<file path="config.mk">
export PLATFORM = sky130hd
export DESIGN_NAME = lock_supervisor
export DESIGN_NICKNAME = d
export VERILOG_FILES = /design/src/rtl/lock_pkg.sv /design/src/rtl/lock_timer.sv /design/src/rtl/lock_supervisor.sv
export SDC_FILE = /design/constraint.sdc
export NUM_CORES = 1
export LEC_CHECK = 0
export CORE_AREA = 2 2 96 98
export CTS_BUF_LIST = sky130_fd_sc_hd__clkbuf_8
export DETAILED_ROUTE_END_ITERATION = 12
export DIE_AREA = 0 0 98 100
export DONT_BUFFER_PORTS = 1
export PLACE_DENSITY = 0.55
export SYNTH_ARGS = -nofsm -noshare
export SYNTH_HDL_FRONTEND = slang
export SYNTH_SLANG_ARGS = --single-unit
</file>
<file path="constraint.sdc">
create_clock -name CLOCK_50 -period 4.39 [get_ports CLOCK_50]
set_input_delay 0.878 -clock CLOCK_50 [delete_from_list [all_inputs] [get_ports CLOCK_50]]
set_output_delay 0.878 -clock CLOCK_50 [all_outputs]
set_load 0.005 [all_outputs]
</file>
<file path="src/rtl/lock_pkg.sv">
// Shared definitions for the combination lock: state encodings, combination geometry,
// and small helpers used by the supervisor.
package lock_pkg;

  localparam int NIBBLE_W = 4;
  localparam int DIGITS   = 4;
  localparam int COMBO_W  = NIBBLE_W * DIGITS;

  localparam logic [1:0] LAST_DIGIT = 2'(DIGITS - 1);

  typedef enum logic [2:0] {
    ST_ENTRY   = 3'b000,
    ST_PROG    = 3'b101,
    ST_LOCKOUT = 3'b110,
    ST_OPEN    = 3'b111
  } lock_state_t;

  // Digit index 0 is the most significant nibble of the combination.
  function automatic logic [NIBBLE_W-1:0] combo_nibble(input logic [COMBO_W-1:0] combo,
                                                       input logic [1:0] idx);
    return combo[COMBO_W - 1 - NIBBLE_W * int'(idx) -: NIBBLE_W];
  endfunction

  function automatic int max3(input int a, input int b, input int c);
    int m;
    m = (a > b) ? a : b;
    return (m > c) ? m : c;
  endfunction

endpackage

</file>
<file path="src/rtl/lock_timer.sv">
// Loadable down-counter that saturates at zero; load wins over decrement.
// Result is visible one clock after load/dec; no backpressure.
module lock_timer #(
  parameter int W = 28
) (
  input  logic         CLOCK_50,
  input  logic         reset,
  input  logic         load,
  input  logic [W-1:0] load_val,
  input  logic         dec,
  output logic [W-1:0] count,
  output logic         zero
);

  always_ff @(posedge CLOCK_50) begin
    if (reset) begin
      count <= '0;
    end else if (load) begin
      count <= load_val;
    end else if (dec && (count != '0)) begin
      count <= count - W'(1);
    end
  end

  assign zero = (count == '0);

endmodule

</file>
<file path="src/rtl/lock_supervisor.sv">
// Combination lock supervisor: 4-digit entry, lockout after repeated failures, auto-relock,
// and reprogramming from OPEN. All outputs registered, one clock after the causing strobe.
module lock_supervisor
  import lock_pkg::*;
#(
  parameter logic [COMBO_W-1:0] COMBO_INIT     = 16'h8421,
  parameter int                 MAX_FAILS      = 3,
  parameter int                 LOCKOUT_CYCLES = 100000000,
  parameter int                 RELOCK_CYCLES  = 250000000,
  parameter int                 ENTRY_TIMEOUT  = 150000000
) (
  input  logic       CLOCK_50,
  input  logic       reset,
  input  logic       digit_stb,
  input  logic [3:0] digit,
  input  logic       prog_stb,
  input  logic       close_stb,
  output logic       open,
  output logic [2:0] state_o,
  output logic [1:0] digit_cnt,
  output logic [1:0] fails,
  output logic       lockout,
  output logic       err
);

  localparam int TMR_W = $clog2(max3(LOCKOUT_CYCLES, RELOCK_CYCLES, ENTRY_TIMEOUT) + 1);

  lock_state_t        state, state_n;
  logic [1:0]         cnt_n, fails_n;
  logic               mismatch, mis_n, mis_hit;
  logic [COMBO_W-1:0] combo, combo_n, shadow, shadow_n;
  logic               err_n;

  logic               t_load, t_dec, t_zero, t_last;
  logic [TMR_W-1:0]   t_val, t_count;

  lock_timer #(.W(TMR_W)) u_timer (
    .CLOCK_50 (CLOCK_50),
    .reset    (reset),
    .load     (t_load),
    .load_val (t_val),
    .dec      (t_dec),
    .count    (t_count),
    .zero     (t_zero)
  );

  // Transitions fire on the edge where the count drops from 1 to 0, so a load of N
  // keeps the block in the timed condition for exactly N clocks.
  assign t_last = t_zero || (t_count == TMR_W'(1));

  always_comb begin
    state_n  = state;
    cnt_n    = digit_cnt;
    fails_n  = fails;
    mis_n    = mismatch;
    combo_n  = combo;
    shadow_n = shadow;
    err_n    = 1'b0;
    t_load   = 1'b0;
    t_val    = '0;
    t_dec    = 1'b0;
    mis_hit  = mismatch | (digit != combo_nibble(combo, digit_cnt));

    case (state)
      ST_ENTRY: begin
        if (digit_stb) begin
          if (digit_cnt == LAST_DIGIT) begin
            cnt_n = 2'd0;
            mis_n = 1'b0;
            if (!mis_hit) begin
              state_n = ST_OPEN;
              fails_n = 2'd0;
              t_load  = 1'b1;
              t_val   = TMR_W'(RELOCK_CYCLES);
            end else begin
              err_n   = 1'b1;
              fails_n = fails + 2'd1;
              if (int'(fails) + 1 >= MAX_FAILS) begin
                state_n = ST_LOCKOUT;
                t_load  = 1'b1;
                t_val   = TMR_W'(LOCKOUT_CYCLES);
              end
            end
          end else begin
            cnt_n  = digit_cnt + 2'd1;
            mis_n  = mis_hit;
            t_load = 1'b1;
            t_val  = TMR_W'(ENTRY_TIMEOUT);
          end
        end else if (digit_cnt != 2'd0) begin
          // Abandoned partial entry: discard silently, no fail recorded.
          t_dec = 1'b1;
          if (t_last) begin
            cnt_n = 2'd0;
            mis_n = 1'b0;
          end
        end
      end

      ST_LOCKOUT: begin
        t_dec = 1'b1;
        if (digit_stb) begin
          err_n = 1'b1;
        end
        if (t_last) begin
          state_n = ST_ENTRY;
          fails_n = 2'd0;
        end
      end

      ST_OPEN: begin
        t_dec = 1'b1;
        if (close_stb) begin
          state_n = ST_ENTRY;
        end else if (prog_stb) begin
          state_n  = ST_PROG;
          cnt_n    = 2'd0;
          shadow_n = '0;
        end else if (t_last) begin
          state_n = ST_ENTRY;
        end
      end

      ST_PROG: begin
        if (close_stb) begin
          state_n = ST_ENTRY;
          cnt_n   = 2'd0;
        end else if (digit_stb) begin
          shadow_n = {shadow[COMBO_W-NIBBLE_W-1:0], digit};
          if (digit_cnt == LAST_DIGIT) begin
            combo_n = {shadow[COMBO_W-NIBBLE_W-1:0], digit};
            state_n = ST_ENTRY;
            cnt_n   = 2'd0;
          end else begin
            cnt_n = digit_cnt + 2'd1;
          end
        end
      end

      default: begin
        state_n = ST_ENTRY;
        cnt_n   = 2'd0;
        mis_n   = 1'b0;
      end
    endcase
  end

  always_ff @(posedge CLOCK_50) begin
    if (reset) begin
      state     <= ST_ENTRY;
      digit_cnt <= 2'd0;
      fails     <= 2'd0;
      mismatch  <= 1'b0;
      combo     <= COMBO_INIT;
      shadow    <= '0;
      open      <= 1'b0;
      lockout   <= 1'b0;
      err       <= 1'b0;
    end else begin
      state     <= state_n;
      digit_cnt <= cnt_n;
      fails     <= fails_n;
      mismatch  <= mis_n;
      combo     <= combo_n;
      shadow    <= shadow_n;
      open      <= (state_n == ST_OPEN);
      lockout   <= (state_n == ST_LOCKOUT);
      err       <= err_n;
    end
  end

  assign state_o = state;

endmodule

</file>
### Word-level counts from Yosys, hierarchy flattened

Cells that the tools add are included.

| storage, ports and cells | value |
|---|---|
| memory bits (read-only) | 0 |
| input bits | 9 |
| output and inout bits | 10 |
| register bits | 67 |
| bits in writable memories | 0 |
| logic and storage cells | 109 |
| latch bits | 0 |
| memories | 0 |

| operators by class | value |
|---|---|
| shift operators | 1 |
| div/mod/pow operators | 0 |
| $add $sub $neg | 5 |
| reduce and logical (&&, ||, !) cells | 16 |
| $lt $le $gt $ge | 1 |
| equal/unequal tests | 18 |
| bitwise operators | 4 |
| muxes and demuxes | 54 |
| multipliers | 0 |

Operators with widths:

| operator | count |
|---|---|
| $mux 28 | 6 |
| $mux 12 | 4 |
| $mux 3 | 10 |
| $eq 28x1->1 const B | 1 |
| $logic_not 28->1 | 1 |
| $reduce_bool 28->1 | 1 |
| $sub 28x1->28 const B | 1 |
| $mux 27 | 1 |
| $pmux 12 s2 | 1 |
| $mux 2 | 11 |
| $shiftx 19x5->4 | 1 |
| $eq 3x3->1 const B | 5 |
| $mux 1 | 15 |
| $ne 2x2->1 const B | 7 |
| $pmux 3 s4 | 1 |
| $ne 3x3->1 const B | 3 |
| $pmux 2 s4 | 1 |
| $reduce_and 4->1 | 2 |
| $reduce_bool 2->1 | 4 |
| $pmux 1 s2 | 3 |
| $reduce_and 6->1 | 1 |
| $reduce_and 5->1 | 1 |
| $sub 4x4->5 const A | 1 |
| $add 2x1->2 const B | 2 |
| other kinds (13) | 15 |

### Logic depth before layout (Yosys ltp)

| logic depth | value |
|---|---|
| depth after elaboration | 9 |
| depth in mapped cells | 10 |
| gate-level depth less buffers | 7 |

### By module

A second synthesis with hierarchy kept.

| unflattened totals | value |
|---|---|
| cells, all modules | 448 |
| area, all modules | 3,684.8 sq um |

Modules (own cells, without submodules):

| module | times used | area an instance (sq um) | sequential area each (sq um) | cells each |
|---|---|---|---|---|
| lock_supervisor | 1 | 1,936.9 | 780.7 | 234 |
| lock_timer | 1 | 1,747.9 | 560.5 | 214 |

### Worst setup path before layout

OpenSTA, ideal clock, no wires.

| timing | value |
|---|---|
| kind | input to register |
| from | in digit_stb |
| to | reg u_timer.count[24] |
| buffers on the path | 2 |
| data required time | 4.252 ns |
| slack | 1.664 ns |
| stages on the path | 8 |
| arrival time | 2.588 ns |
| setup time | 0.138 ns |
| cells stage by stage | or4_1 o21ai_0 o31a_1 buf_2 buf_1 nand2_1 o41ai_1 o32ai_1 |

| on the way | value |
|---|---|
| longest elaborated chain between the ends | 4 |
| elaborated cells between the ends (all ways) | 9 |
| classes of those cells | mux (7); reduce/logical (2) |

Ends and longest elaborated chain:

| what | line | text |
|---|---|---|
| start: declaration | lock_supervisor.sv:14 | `input logic digit_stb,` |
| $mux 1 | lock_supervisor.sv:66 | `if (digit_stb) begin` |
| $pmux 1 s2 | lock_supervisor.sv:64 | `case (state)` |
| $logic_and 1x1->1 | lock_timer.sv:20 | `end else if (dec && (count != '0)) begin` |
| $reduce_bool 2->1 (no line) | - |  |
| end signal: assignment | lock_timer.sv:19 | `count <= load_val;` |
| end signal: assignment | lock_timer.sv:21 | `count <= count - W'(1);` |
| end: declaration | lock_timer.sv:11 | `output logic [W-1:0] count,` |

Parallel ways exist; a longest one is shown, timed or not.
A chain may end at the register's enable or synchronous reset.

### Worst setup path in the final report

| timing | value |
|---|---|
| from | reg digit_cnt[0] |
| to | reg u_timer.count[24] |

| on the way | value |
|---|---|
| longest elaborated chain between the ends | 9 |
| elaborated cells between the ends (all ways) | 20 |
| classes of those cells | add/sub (1); eq/ne (2); shift (1); mux (12); bitwise (1); reduce/logical (3) |

Ends and longest elaborated chain:

| what | line | text |
|---|---|---|
| start: declaration | lock_supervisor.sv:20 | `output logic [1:0] digit_cnt,` |
| start signal: assignment | lock_supervisor.sv:161 | `digit_cnt <= cnt_n;` |
| $sub 4x4->5 | lock_pkg.sv:21 | `return combo[COMBO_W - 1 - NIBBLE_W * int'(idx) -: NIBBLE_W];` |
| $shiftx 19x5->4 | lock_pkg.sv:21 |  |
| $ne 4x4->1 | lock_supervisor.sv:62 | `mis_hit = mismatch \| (digit != combo_nibble(combo, digit_cnt));` |
| $or 1x1->1 | lock_supervisor.sv:62 |  |
| $mux 28 / $mux 1 (equally long branches) | lock_supervisor.sv:70 | `if (!mis_hit) begin` |
| $mux 28 / $mux 1 (equally long branches) | lock_supervisor.sv:67 | `if (digit_cnt == LAST_DIGIT) begin` |
| $mux 28 / $mux 1 (equally long branches) | lock_supervisor.sv:66 |  |
| $mux 28 / $mux 1 (equally long branches) | lock_supervisor.sv:64 |  |
| $mux 28 / $reduce_bool 2->1 (equally long branches) | - |  |

Parallel ways exist; a longest one is shown, timed or not.

==> impl_summary.txt <==
----------------------------------------------------
[Run status]
  Status ... finished clean

[Drt]
  Average vias per placed instance ... 5.624
  Detail Route Antenna Nets ... 0
  Number of DRC markers after the initial detailed-route iteration ... around 130
  Number of search-and-repair iterations in the first detailed-routing pass ... 4
  Number of vias after detailed routing ... approximately 2.8k
  DR DRC count ... 0
  Final routed wirelength across all metal layers ... around 8 mm
  Detail-routed net length per standard cell ... between 15 and 20 um

[Clock network]
  Number of buffers created by CTS ... 9
  Clock buffer depth ... 2
  Hold Buf Count CTS ... 0
  CTS tree ... yes
  Buffer count from post-CTS setup fixing ... 0
  Count of H-tree levels built during CTS ... 3
  Number of sinks driven by the clock tree ... 67
  Clk Tree Root Cell ... sky130_fd_sc_hd__clkbuf_8
  Worst skew pair latency ... 0.34 ns
  Cts repair resizes ... 0
  Clock input transition at the sequential cells of the worst setup and hold paths ... about 0.08 ns

[STA]
  Measured slew at the worst slew-check pin ... 0.9438 ns
  Number of endpoints with negative hold slack in the final report ... 0
  Number of pins with negative max-slew slack in the final report ... 0
  RSZ-0062 raised after global routing ... false
  Max Fclk ... 0.3251 GHz
  Max-slew headroom ... 0.3708
  Sum of negative setup slack ... 0 ns
  Worst clock skew ... roughly 0.013 ns
  Worst hold slack ... 0.4498 ns
  Minimum period implied by the final worst setup slack ... slightly above 3 ns
  Final setup viols ... 0
  Period utilization ... 0.7007
  Setup slack after layout ... 1.314 ns

[Worst setup path]
  Data arrival time at the worst-slack endpoint ... 3.27 ns
  Worst setup EP type ... flop
  WS Path Type ... reg2reg
  Worst-path maximum fanout ... 12
  Critical Path Source Type ... flop
  Data required time at the worst endpoint ... 4.58 ns

[Global routing]
  Number of antenna violations at the first check in global routing ... 0
  Largest net degree at the start of global routing ... 53
  Total routing resource utilization after global routing ... 0.1656
  Total gr overflow ... 0
  Vias in the first global route ... 2684
  First-pass GRT wire length ... 13.16 mm

[Yosys]
  Yosys reg bits ... 67
  Post-synth ARST share ... 0
  Syn. warnings ... 0
  Net Count, Synth ... 417
  EDFF count, synth ... 0
  Primary FF master, synth ... sky130_fd_sc_hd__dfxtp_1
  Combined area of all synthesized cells ... 3398 um2
  Yosys cell types ... 62
  Mapped Cells ... 401
  Register area share after synthesis ... 0.3947
  Post-Syn Area per Cell ... 8.474 um2

[Finish]
  Fraction of layout cells with a size suffix above 1 ... 0.09137
  N_diodes ... 0
  Final-stage net count ... ~410
  Layout Area Growth over Synthesis ... 7.474%
  Layout Cell Area excl Fill ... 3652 um2

[Pwr]
  Max rail drop VDD ... 0.1637 mV
  Final total power ... 0.001276 W
  Power density relative to cell area ... 349.3 nW/um2
  Leakage power of the design ... 1.268 nW

[Die]
  Die Span X ... between 90 and 100 um
  Number of I/O pins ... 19
  Starting density of the core ... 0.3823
  Die height ... 100 um
  Die area ... 9800 um2
  Core Footprint ... 8890 um2
  Row cnt ... 35

[Run]
  Total of max-cap violations ... 0

[Placement]
  Port Buffers ... 0
  Post-Place Setup Slack ... around 1.2 ns
  Weighted congestion at the end of routability-driven global placement ... roughly 0.77
  Cell area reported after detailed placement ... 3452 um2
  Final HPWL from detailed placement ... 5.334 mm

[Min path]
  HP Class ... reg2reg

----------------------------------------------------
==> critical path, cell delays in order (launching register included) <==
cell and delay [ns]:
sky130_fd_sc_hd__dfxtp_1 0.64, sky130_fd_sc_hd__mux4_2 0.57, sky130_fd_sc_hd__xor2_1 0.15, sky130_fd_sc_hd__a2111o_1 0.59
sky130_fd_sc_hd__a31o_2 0.42, sky130_fd_sc_hd__nand2b_1 0.37, sky130_fd_sc_hd__o32ai_1 0.18
==> placed cells by master (no fill, tap or decap), types with 3 or more instances in the layout <==
cell type,instances
sky130_fd_sc_hd__dfxtp_1,67
sky130_fd_sc_hd__nor2_1,48
sky130_fd_sc_hd__nand2_1,45
sky130_fd_sc_hd__a21oi_1,28
sky130_fd_sc_hd__nor4_1,16
sky130_fd_sc_hd__nor3_1,14
sky130_fd_sc_hd__a22oi_1,13
sky130_fd_sc_hd__nand3_1,13
sky130_fd_sc_hd__xor2_1,10
sky130_fd_sc_hd__clkbuf_8,9
sky130_fd_sc_hd__inv_1,8
sky130_fd_sc_hd__xnor2_1,7
sky130_fd_sc_hd__ha_1,7
sky130_fd_sc_hd__nand3b_1,6
sky130_fd_sc_hd__mux2i_1,5
sky130_fd_sc_hd__o21ai_0,5
sky130_fd_sc_hd__and2_1,4
sky130_fd_sc_hd__or4_1,4
sky130_fd_sc_hd__o211ai_1,4
sky130_fd_sc_hd__a211oi_1,4
sky130_fd_sc_hd__buf_4,4
sky130_fd_sc_hd__nor2b_1,3
sky130_fd_sc_hd__nor3b_1,3
sky130_fd_sc_hd__mux4_2,3
sky130_fd_sc_hd__or3_1,3
sky130_fd_sc_hd__nand2b_1,3
sky130_fd_sc_hd__a2bb2oi_1,3
sky130_fd_sc_hd__a311oi_1,3
==> per-layer routing <==
metal  vias to the layer above  wire [um]  track usage
met4                         0         51      0.05342
li1                       1439          -            -
met1                      1342       3805       0.2222
met5                         -          0            0
met2                        55       3769       0.2692
met3                         4        293      0.03343
==> synth_stat cells, drive strengths merged, types with 3 or more instances <==
cell	n	area, um2
dfxtp	67	1341
nor2	48	180.2
nand2	45	168.9
a21oi	28	140.1
clkbuf	19	71.32
nor4	18	133.9
nor3	15	80.08
a22oi	13	97.59
nand3	13	65.06
xor2	10	87.58
buf	8	43.79
inv	8	30.03
ha	7	87.58
xnor2	7	61.31
nand3b	6	45.04
o21ai	6	33.78
mux2i	5	50.05
or3	5	41.29
a211oi	4	30.03
and2	4	25.02
o211ai	4	30.03
or4	4	30.03
a2bb2oi	3	26.28
a311oi	3	26.28
a31oi	3	33.78
mux4	3	67.56
nand2b	3	18.77
nor2b	3	18.77
nor3b	3	22.52
==> sequential cells by signal, indices dropped and copies added, names as in the netlist <==
signal	count
digit_cnt	2
err	1
lockout	1
state_o	3
mismatch	1
open	1
combo	16
shadow	12
u_timer.count	28
fails	2
==> area by class of cell <==
| cell class | instances | area [um2] |
|---|---|---|
| inverters | 8 | 30.03 |
| flip-flops and latches | 67 | 1341 |
| repair buffers | 4 | 30.03 |
| well taps | 111 | 138.9 |
| fillers | 910 | 5238 |
| multi-input cells | 299 | 1912 |
| clock buffers | 9 | 123.9 |
| clock inverters | 7 | 76.32 |
==> cell families after synthesis <==
kind of cell	Yosys count	share of synthesized area
flops	67	0.3947
mux	9	0.03792
compound gates	89	0.1874
buf+inv	35	0.04271
xor+xnor	17	0.04381
simple gates	177	0.2677
fa+ha+maj	7	0.02577
==> final timing paths <==
| path | startpoint | cells after the start | slack, ns | endpoint |
|---|---|---|---|---|
| max | digit_cnt[0] | 6 | 1.31 | u_timer.count[24] |
| min | combo[1] | 2 | 0.45 | combo[1] |
| max reg2reg | digit_cnt[0] | 6 | 1.31 | u_timer.count[24] |
| min reg2reg | combo[1] | 2 | 0.45 | combo[1] |
==> metrics by stage <==
| stage | std cells | utilization |
|---|---|---|
| after floorplan | 401 | - |
| after global placement | 489 | 0.3883 |
| after detailed placement | 489 | 0.3883 |
| after CTS | 505 | 0.4108 |
| after global routing | 505 | 0.4108 |
| final | 505 | 0.4108 |
==> power by group <==
| group | internal [W] | total, W | switching, W | leakage [nW] |
|---|---|---|---|---|
| Sequential | 0.000620 | 0.000635 | 0.0000150 | 0.544 |
| Combinational | 0.0000463 | 0.000120 | 0.0000734 | 0.628 |
| Clock | 0.000266 | 0.000521 | 0.000255 | 0.0962 |
No activity file was read; power rests on OpenSTA's default activity.
